$ cat config.mk
export PLATFORM = sky130hd
export DESIGN_NAME = inst_fetch
export DESIGN_NICKNAME = d
export VERILOG_FILES = /design/src/rtl/inst_fetch.sv
export SDC_FILE = /design/constraint.sdc
export NUM_CORES = 1
export LEC_CHECK = 0
export CAP_MARGIN = 10
export CORE_MARGIN = 1
export CORE_UTILIZATION = 52
export CTS_CLUSTER_DIAMETER = 60
export DETAILED_ROUTE_END_ITERATION = 12
export PLACE_DENSITY = 0.85
export SYNTH_ARGS = -nofsm -noshare
export SYNTH_HDL_FRONTEND = slang
export SYNTH_SLANG_ARGS = --single-unit
$ cat constraint.sdc
create_clock -name clk_i -period 5.7 [get_ports clk_i]
set_clock_uncertainty 0.1 [all_clocks]
set_input_delay 1.425 -clock clk_i [delete_from_list [all_inputs] [get_ports clk_i]]
set_output_delay 1.425 -clock clk_i [all_outputs]
set_load 0.1 [all_outputs]
$ cat src/rtl/inst_fetch.sv
`default_nettype none
// inst_fetch: program counter plus a one-entry registered output stage that feeds the
// instruction ROM stream to the decoder. It handles stalls, branch redirects and halt.
module inst_fetch #(
    parameter int              ADDR_W      = 7,
    parameter int              DATA_W      = 8,
    parameter logic [ADDR_W-1:0] START_ADDR  = 7'h00,
    parameter logic [DATA_W-1:0] HALT_OPCODE = 8'hFF
) (
    input  logic              clk_i,
    input  logic              rst_n_i,
    input  logic              start_i,
    output logic [ADDR_W-1:0] address_o,
    input  logic [DATA_W-1:0] data_i,
    output logic [DATA_W-1:0] inst_o,
    output logic [ADDR_W-1:0] inst_pc_o,
    output logic              inst_valid_o,
    input  logic              inst_ready_i,
    input  logic              branch_valid_i,
    input  logic              branch_abs_i,
    input  logic [ADDR_W-1:0] branch_addr_i,
    output logic              halted_o
);

    localparam logic [1:0] IDLE      = 2'd0;
    localparam logic [1:0] FETCH     = 2'd1;
    localparam logic [1:0] HALT_PEND = 2'd2;
    localparam logic [1:0] HALT      = 2'd3;

    logic [1:0]        state;
    logic [ADDR_W-1:0] pc;
    logic [ADDR_W-1:0] target;
    logic              slot_free;
    logic              delivered;

    // Relative targets are taken from the instruction being branched from and wrap mod 2^ADDR_W.
    assign target    = branch_abs_i ? branch_addr_i : inst_pc_o + branch_addr_i;
    assign slot_free = !inst_valid_o || inst_ready_i;
    assign delivered = inst_valid_o && inst_ready_i;
    assign address_o = pc;

    always_ff @(posedge clk_i or negedge rst_n_i) begin
        if (!rst_n_i) begin
            state        <= IDLE;
            pc           <= START_ADDR;
            inst_o       <= '0;
            inst_pc_o    <= '0;
            inst_valid_o <= 1'b0;
            halted_o     <= 1'b0;
        end else begin
            case (state)
                IDLE: begin
                    if (start_i) begin
                        state <= FETCH;
                        pc    <= START_ADDR;
                    end
                end
                FETCH: begin
                    if (branch_valid_i) begin
                        pc           <= target;
                        inst_valid_o <= 1'b0;
                    end else if (slot_free) begin
                        inst_o       <= data_i;
                        inst_pc_o    <= pc;
                        inst_valid_o <= 1'b1;
                        // The PC parks on the halt so address_o keeps pointing at it.
                        if (data_i == HALT_OPCODE) begin
                            state <= HALT_PEND;
                        end else begin
                            pc <= pc + {{(ADDR_W-1){1'b0}}, 1'b1};
                        end
                    end
                end
                HALT_PEND: begin
                    if (branch_valid_i) begin
                        pc           <= target;
                        inst_valid_o <= 1'b0;
                        state        <= FETCH;
                    end else if (delivered) begin
                        inst_valid_o <= 1'b0;
                        halted_o     <= 1'b1;
                        state        <= HALT;
                    end
                end
                HALT: begin
                    if (start_i) begin
                        state    <= FETCH;
                        pc       <= START_ADDR;
                        halted_o <= 1'b0;
                    end
                end
                default: begin
                    state <= IDLE;
                end
            endcase
        end
    end

endmodule
`default_nettype wire
==> results of run 1 <==
final timing paths:
check,to,slack (ns)
worst max register to register,inst_pc_o[1],3.44
min in group asynchronous,inst_o[2],1.26
max in group asynchronous,halted_o,3.77
worst min register to register,inst_o[5],0.43
worst max-delay path,address_o[3],2.14
worst min-delay path,inst_o[5],0.43
through the flow:
step	hold slack, ns	utilization	setup WS [ns]	instances	cell area [um^2]
after CTS	0.433	0.717	2.14	252	2210
final	0.432	0.722	2.14	253	2220
after global placement	0.394	0.700	2.19	248	2160
after detailed placement	0.400	0.700	2.13	248	2160
after global routing	0.444	0.722	2.08	253	2220
after floorplan	0.399	-	2.83	164	1690
flip-flops by register name, indices dropped and copies added (netlist names):
signal and cells:
inst_valid_o 1, halted_o 1, inst_o 8, address_o 7, inst_pc_o 7, state 2
synth_stat cells, drive strengths merged (2+ instances only):
cell	count
and3	2
nor2	12
mux2	15
nand4	4
dfrtp	26
mux2i	3
and2b	2
o21ai	13
buf	4
ha	10
nor2b	3
o32ai	3
a21o	4
o21a	3
o31ai	2
nand2	12
inv	8
o211ai	3
a21oi	10
a22o	2
nand3	3
a31oi	5
final cells by class:
type / instances / area share
clock buffers: 3 / 0.0101
multi-input cells: 126 / 0.441
repair buffers: 45 / 0.205
inverters: 8 / 0.0135
well taps: 44 / 0.0248
clock inverters: 1 / 0.0135
flip-flops and latches: 26 / 0.293
layer usage:
| layer | share of wire | GRT usage |
|---|---|---|
| met1 | 0.41 | 0.332 |
| met2 | 0.53 | 0.461 |
| met3 | 0.058 | 0.0480 |
| met4 | 0.0034 | 0.0612 |
| met5 | 0 | 0 |
logic make-up after synthesis:
| kind of cell | synth area share |
|---|---|
| AO/OA/AOI/OAI | 0.213 |
| AND/OR/NAND/NOR | 0.129 |
| flip-flops | 0.384 |
| multiplexers | 0.140 |
| buffers and inverters | 0.0377 |
| adder cells (fa/ha/maj) | 0.0857 |
| XOR/XNOR | 0.0103 |
==> flow_summary.toml, run 1 <==
[route]
drt_wl_total_um = 4070
vias = 1496
ant_nets = 0
drc = 0
first_pass_iters = 4
wl_per_cell_um = 16.1
drtIter0Drc = 55
viasPerCell = 5.91

[timing]
relSlewSlack = 0.339
slew_viol_final = 0
finalCritPeriodShare = 0.624
setup_viol = 0
fin_tns_setup_ns = 0
fmax_ghz = 0.281
max_slew.worst_pin.slew_ns = 0.989
post-route-min-period_ns = 3.56
rsz0062_at_grt = "false"
hold_viol = 0

[finish]
ff_latch_area_um2 = 651
syn_to_final_growth_pct = 31.2
final_nets = 242
layout_common_cells = "44 x clkdlybuf4s50_1, 26 x dfrtp_1, 12 x nor2_1, 12 x nand2_1, 11 x o21ai_0"
fillers = 255
antenna_cells = 0
final_common_cell = "clkdlybuf4s50_1"
multi_input_area_um2 = 980
layout-drive-gt1-share = 0.110

[logic_synthesis]
seq_area_frac_synth = 0.384
ys_types = 42
async_reset_ff_frac = 1.00
synth_edf_count = 0
post-synth-top-area-cell = "dfrtp_1"
syn_area_per_cell_um2 = 10.3
synth_top_area_share = 0.384
ys_warn_count = 0
ys_seq_elements = 26
synth_area_leaders = "dfrtp_1 38%, mux2_4 8.9%, ha_1 7.4%"
syn-cell-area_um2 = 1690
syn_nets = 196
synth_ff_type = "dfrtp_1"
synthCells = 164

[status]
status = "complete, no violations"

[clocking]
cts.sinks = 26
clock_latency_ns = 0.33
clkTransAtPathRegs_ns = 0.14
cts_tree = "built"
postCtsHoldBufs = 0
cts_root_buf = "clkbuf_4"
clk_path_buf_depth = 2
ctsResizeCount = 0
tritoncts.num_buffers = 3
postCtsSetupRepairBufs = 0
h-tree-depth = 1

[critical_path]
worst_setup_path_end_kind = "output port"
cp_slowest_cell = "clkdlybuf4s50_1"
cp.required_ns = 4.18
cp_slowest_stage_delay_ns = 1.20
path_depth = 1
crit_arrival_ns = 2.03
r2r_start = "state[1]"
crit_family = "buffers and inverters"
startpoint_type = "register"
worst-r2r-cell-count = 5
worst-setup-path-type = "reg2out"
crit_path_max_fanout = 8
path_cells = "clkdlybuf4s50_1"
path_buf_inv = 1
crit_start = "address_o[3]"

[die]
pin_count = 45
start_util = 0.550
coreArea_um2 = 3080
die_x_um = 59.1
dieArea_um2 = 3490
rows = 20
die_y_um = 59.1

[min_path]
hold_depth = 1
hold_path_class = "reg2reg"
min_from = "inst_o[5]"

[global_routing]
grt_pass1_wl_um = 6930
grt_antenna_before_repair = 0
grt_pass1_vias = 1440
overflow = 0
track_usage = 0.262
grt_max_degree = 27

[place]
numPortBuffers = 44
gp_congestion = 0.845
dp_hpwl_um = 3000

[job]
maxCapViolCount = 0
Power of run 1 is left out: the tool's default activity adds up to more than one toggle a clock period on the data nets, which glitch-free logic cannot reach.
==> run 2: changes to the inputs <==
--- a/config.mk
+++ b/config.mk
@@ -7,10 +7,10 @@
 export LEC_CHECK = 0
 export CAP_MARGIN = 10
 export CORE_MARGIN = 1
-export CORE_UTILIZATION = 52
+export CORE_UTILIZATION = 48
 export CTS_CLUSTER_DIAMETER = 60
 export DETAILED_ROUTE_END_ITERATION = 12
-export PLACE_DENSITY = 0.85
+export PLACE_DENSITY = 0.79
 export SYNTH_ARGS = -nofsm -noshare
 export SYNTH_HDL_FRONTEND = slang
 export SYNTH_SLANG_ARGS = --single-unit
==> constraint.sdc (replaced) <==
create_clock -name clk_i -period 3.7 [get_ports clk_i]
set_clock_uncertainty 0.1 [all_clocks]
set_input_delay 0.925 -clock clk_i [delete_from_list [all_inputs] [get_ports clk_i]]
set_output_delay 0.925 -clock clk_i [all_outputs]
set_load 0.1 [all_outputs]
==> run 2 against run 1 <==
  * Sequential share of layout area is 0.78 points higher
  * Wire length decreased by 5.4%
  * Flip-flop and latch count is the same
==> flow_summary.toml, run 2 (same netlist as run 1, synthesis figures left out) <==
[clocking]
cts.sinks = 26
ctsResizeCount = 0
tritoncts.num_buffers = 3
postCtsHoldBufs = 0
h-tree-depth = 1
clock_latency_ns = 0.33
clkTransAtPathRegs_ns = 0.14
clk_path_buf_depth = 2
cts_root_buf = "clkbuf_4"
cts_tree = "built"
postCtsSetupRepairBufs = 0

[place]
dp_hpwl_um = 2980
numPortBuffers = 44
place_ws_ns = 0.656
gp_congestion = 0.833

[route]
drtIter0Drc = 62
drc = 0
drt_wl_total_um = 3850
first_pass_iters = 4
ant_nets = 0
vias = 1483
wl_per_cell_um = 15.0
viasPerCell = 5.79

[die]
pin_count = 45
rows = 21
start_util = 0.504
coreArea_um2 = 3360
die_y_um = 61.4
dieArea_um2 = 3770
die_x_um = 61.4

[finish]
syn_to_final_growth_pct = 27.8
layout_common_cells = "26 x dfrtp_1, 26 x buf_4, 20 x clkdlybuf4s50_1"
antenna_cells = 0
top_register = "inst_o"
final_nets = 243
largest_reg_flops = 8
final_util = 0.644
layout-drive-gt1-share = 0.229

[timing]
finalCritPeriodShare = 0.733
post-route-min-period_ns = 2.71
slew_viol_final = 0
relSlewSlack = 0.542
fmax_ghz = 0.369
fin_tns_setup_ns = 0
rsz0062_at_grt = "false"
hold_viol = 0
setup_viol = 0
finalWorstSetupSlack_ns = 0.989
max_slew.worst_pin.slew_ns = 0.667

[critical_path]
cp_slowest_cell = "clkdlybuf4s50_1"
startpoint_type = "primary input"
crit_path_max_fanout = 8
cp.required_ns = 3.82
path_cells = "clkdlybuf4s50_1, and2b_1, nand2b_1, buf_4, mux2_2"
worst-setup-path-type = "in2reg"
worst_setup_path_end_kind = "register"
cp_slowest_stage_delay_ns = 0.62
crit_arrival_ns = 2.83

[global_routing]
grt_max_degree = 27
grt_antenna_before_repair = 0
grt_pass1_vias = 1367
overflow = 0
track_usage = 0.222
grt_pass1_wl_um = 6120

[job]
maxCapViolCount = 0

[min_path]
hold_path_class = "reg2reg"

[status]
status = "complete, no violations"
==> run 2: routing by layer <==
layer  up-vias  GRT usage  wire length [um]  share of wire
li1        704          -                 -              -
met1       727      0.282              1680           0.44
met2        46      0.387              1960           0.51
met3         6     0.0441               156          0.041
met4         0     0.0571                51          0.013
met5         -          0                 0              0
==> run 2: final timing paths <==
path                           startpoint            to  slack [ns]  depth (start not counted)
min reg2reg                     inst_o[1]     inst_o[1]        0.44                          1
max reg2reg                      state[0]     inst_o[5]        1.49                          5
min                             inst_o[1]     inst_o[1]        0.44                          1
max in group asynchronous         rst_n_i  address_o[4]        2.41                          2
max                        branch_valid_i     inst_o[5]        0.99                          5
min in group asynchronous         rst_n_i      state[0]        0.83                          2
==> run 2: layout make-up <==
class                           count  area, um^2
Clock buffer                        3        22.5
Clock inverter                      1        30.0
Fill cell                         298        1200
Inverter                            8        30.0
Multi-Input combinational cell    126         980
Sequential cell                    26         651
Tap cell                           46        57.6
Timing Repair Buffer               46         395
==> run 2: through the flow <==
step           hold slack, ns  instance area [um^2]  instances
5_1_grt                 0.459                  2170        256
4_1_cts                 0.436                  2170        256
3_5_place_dp            0.405                  2110        252
2_1_floorplan           0.399                  1690        164
3_3_place_gp            0.392                  2110        252
6_report                0.436                  2170        256
==> run 2: worst max-delay path, delay by kind of cell <==
family	cells	cell delay (ns)
buf+inv	2	0.91
mux	1	0.36
simple gates	2	0.63
Power of run 2 is left out for the same reason.
==> run 3: changes to the inputs <==
--- a/config.mk
+++ b/config.mk
@@ -7,10 +7,10 @@
 export LEC_CHECK = 0
 export CAP_MARGIN = 10
 export CORE_MARGIN = 1
-export CORE_UTILIZATION = 48
+export CORE_UTILIZATION = 44
 export CTS_CLUSTER_DIAMETER = 60
 export DETAILED_ROUTE_END_ITERATION = 12
-export PLACE_DENSITY = 0.79
+export PLACE_DENSITY = 0.76
 export SYNTH_ARGS = -nofsm -noshare
 export SYNTH_HDL_FRONTEND = slang
 export SYNTH_SLANG_ARGS = --single-unit
==> constraint.sdc (replaced) <==
create_clock -name clk_i -period 2.3 [get_ports clk_i]
set_clock_uncertainty 0.1 [all_clocks]
set_input_delay 0.575 -clock clk_i [delete_from_list [all_inputs] [get_ports clk_i]]
set_output_delay 0.575 -clock clk_i [all_outputs]
set_load 0.1 [all_outputs]
==> run 3 against run 2 <==
  * Wire length rose by 8.7%
  * Worst setup slack lost 0.86 ns
  * Die area rose by 8.8%
  * Count of clock-buffer cells in the layout stayed put
  * Cell count rose by 5.1%
  * Worst hold slack got worse by 0.012 ns
  * Critical path depth grew 2
  * Final area rose by 7.2%
  * Global-route usage fell by 0.58 points
  * Non-clock buffer count increased by 11
  * First-iteration DRC count grew 13%
  * Via count up 1.5%
  * Critical path type unchanged
  * Largest cell class unchanged
  * Highest routed layer unchanged
==> flow_summary.toml, run 3 (same netlist as run 1, synthesis figures left out) <==
[finish]
stdcell_area_um2 = 2320
final_nets = 254
layout-drive-gt1-share = 0.294
syn_to_final_growth_pct = 37.1
final_common_cell = "buf_4"
fillers = 317
layout_common_cells = "34 x buf_4, 23 x dfrtp_1, 19 x clkdlybuf4s50_1"
antenna_cells = 0
largest_reg_flops = 8
top_register = "inst_o"

[die]
pin_count = 45
die_x_um = 64.1
start_util = 0.459
dieArea_um2 = 4100
die_y_um = 64.1
coreArea_um2 = 3690
rows = 22

[status]
status = "complete, no violations"

[critical_path]
worst-r2r-cell-count = 7
cp_common_cell = "o211ai_1"
worst-setup-path-type = "in2reg"
worst_setup_path_end_kind = "register"
path_cells = "clkdlybuf4s50_1, ha_1, nor2b_4, o31ai_1, mux2i_1, o211ai_1, o211ai_1"
crit_arrival_ns = 2.21
startpoint_type = "primary input"
crit_path_max_fanout = 3
cp.required_ns = 2.34
cp_slowest_cell = "clkdlybuf4s50_1"
cp_slowest_stage_delay_ns = 0.43

[timing]
finalCritPeriodShare = 0.943
fmax_ghz = 0.461
hold_viol = 0
rsz0062_at_grt = "false"
post-route-min-period_ns = 2.17
relSlewSlack = 0.679
slew_viol_final = 0
setup_viol = 0
max_slew.worst_pin.slew_ns = 0.480

[global_routing]
overflow = 0
grt_pass1_wl_um = 6780
grt_antenna_before_repair = 0
grt_pass1_vias = 1463
track_usage = 0.216
grt_max_degree = 27

[place]
dpl_cell_area_um2 = 2240
numPortBuffers = 44
dp_hpwl_um = 3170
gp_congestion = 0.893

[route]
drc = 0
viasPerCell = 5.59
vias = 1505
first_pass_iters = 4
drt_wl_total_um = 4180
drtIter0Drc = 70
ant_nets = 0
wl_per_cell_um = 15.5

[clocking]
tritoncts.num_buffers = 3
clock_latency_ns = 0.27
h-tree-depth = 1
cts_tree = "built"
clkTransAtPathRegs_ns = 0.10
cts.sinks = 26
cts_root_buf = "clkbuf_8"
postCtsSetupRepairBufs = 0
clk_path_buf_depth = 2

[min_path]
hold_depth = 1
hold_path_class = "reg2reg"

[job]
maxCapViolCount = 0
run 3: cell count changes in the layout (fill, tap and decap cells not counted), sizes merged:
cell,before,now
buf,26,37
clkdlybuf4s50,20,19
dlygate4sd2,0,1
run 3: per-layer routing:
layer	track usage	vias to the layer above	share of wire
met2	0.384	40	0.49
met3	0.0179	8	0.032
met5	0	-	0
met1	0.271	732	0.46
met4	0.0767	0	0.019
li1	-	725	-
run 3: path summary, 6_finish.rpt:
check / start / to / slack, ns
max: branch_addr_i[2] / address_o[6] / 0.13
min: inst_o[2] / inst_o[2] / 0.42
max reg2reg: state[0] / address_o[2] / 0.25
min reg2reg: inst_o[2] / inst_o[2] / 0.42
max in group asynchronous: rst_n_i / inst_pc_o[0] / 1.24
min in group asynchronous: rst_n_i / inst_pc_o[3] / 0.59
run 3: what timing repair did:
item                                    4_1_cts  5_1_grt
endpoints found under the setup margin        3        0
hold buffers                                  0        0
endpoints found under the hold margin         0        0
gates resized for setup                       5        0
run 3: final cells by class:
cell class,count,area (um^2),share of cell area
Sequential cell,26,654,0.282
Inverter,8,30.0,0.0129
Timing Repair Buffer,57,514,0.221
Clock buffer,3,41.3,0.0178
Clock inverter,1,30.0,0.0129
Multi-Input combinational cell,126,992,0.427
Tap cell,48,60.1,0.0259
run 3: per-stage QoR:
stage / instances / setup TNS, ns / util / setup slack, ns / hold slack (ns)
after global placement: 265 / -1.01 / 0.607 / -0.287 / 0.393
after CTS: 269 / 0 / 0.630 / 0.155 / 0.426
final: 269 / 0 / 0.630 / 0.132 / 0.423
after detailed placement: 265 / -1.64 / 0.607 / -0.425 / 0.399
after floorplan: 164 / 0 / - / 0.0808 / 0.179
after global routing: 269 / 0 / 0.630 / 0.0451 / 0.443
run 3: critical path: cells and delay by family:
kind / cells / cell delay (ns)
compound gates: 3 / 0.64
fa+ha+maj: 1 / 0.31
buf+inv: 1 / 0.43
mux: 1 / 0.13
simple gates: 1 / 0.14
Power of run 3 is left out for the same reason.
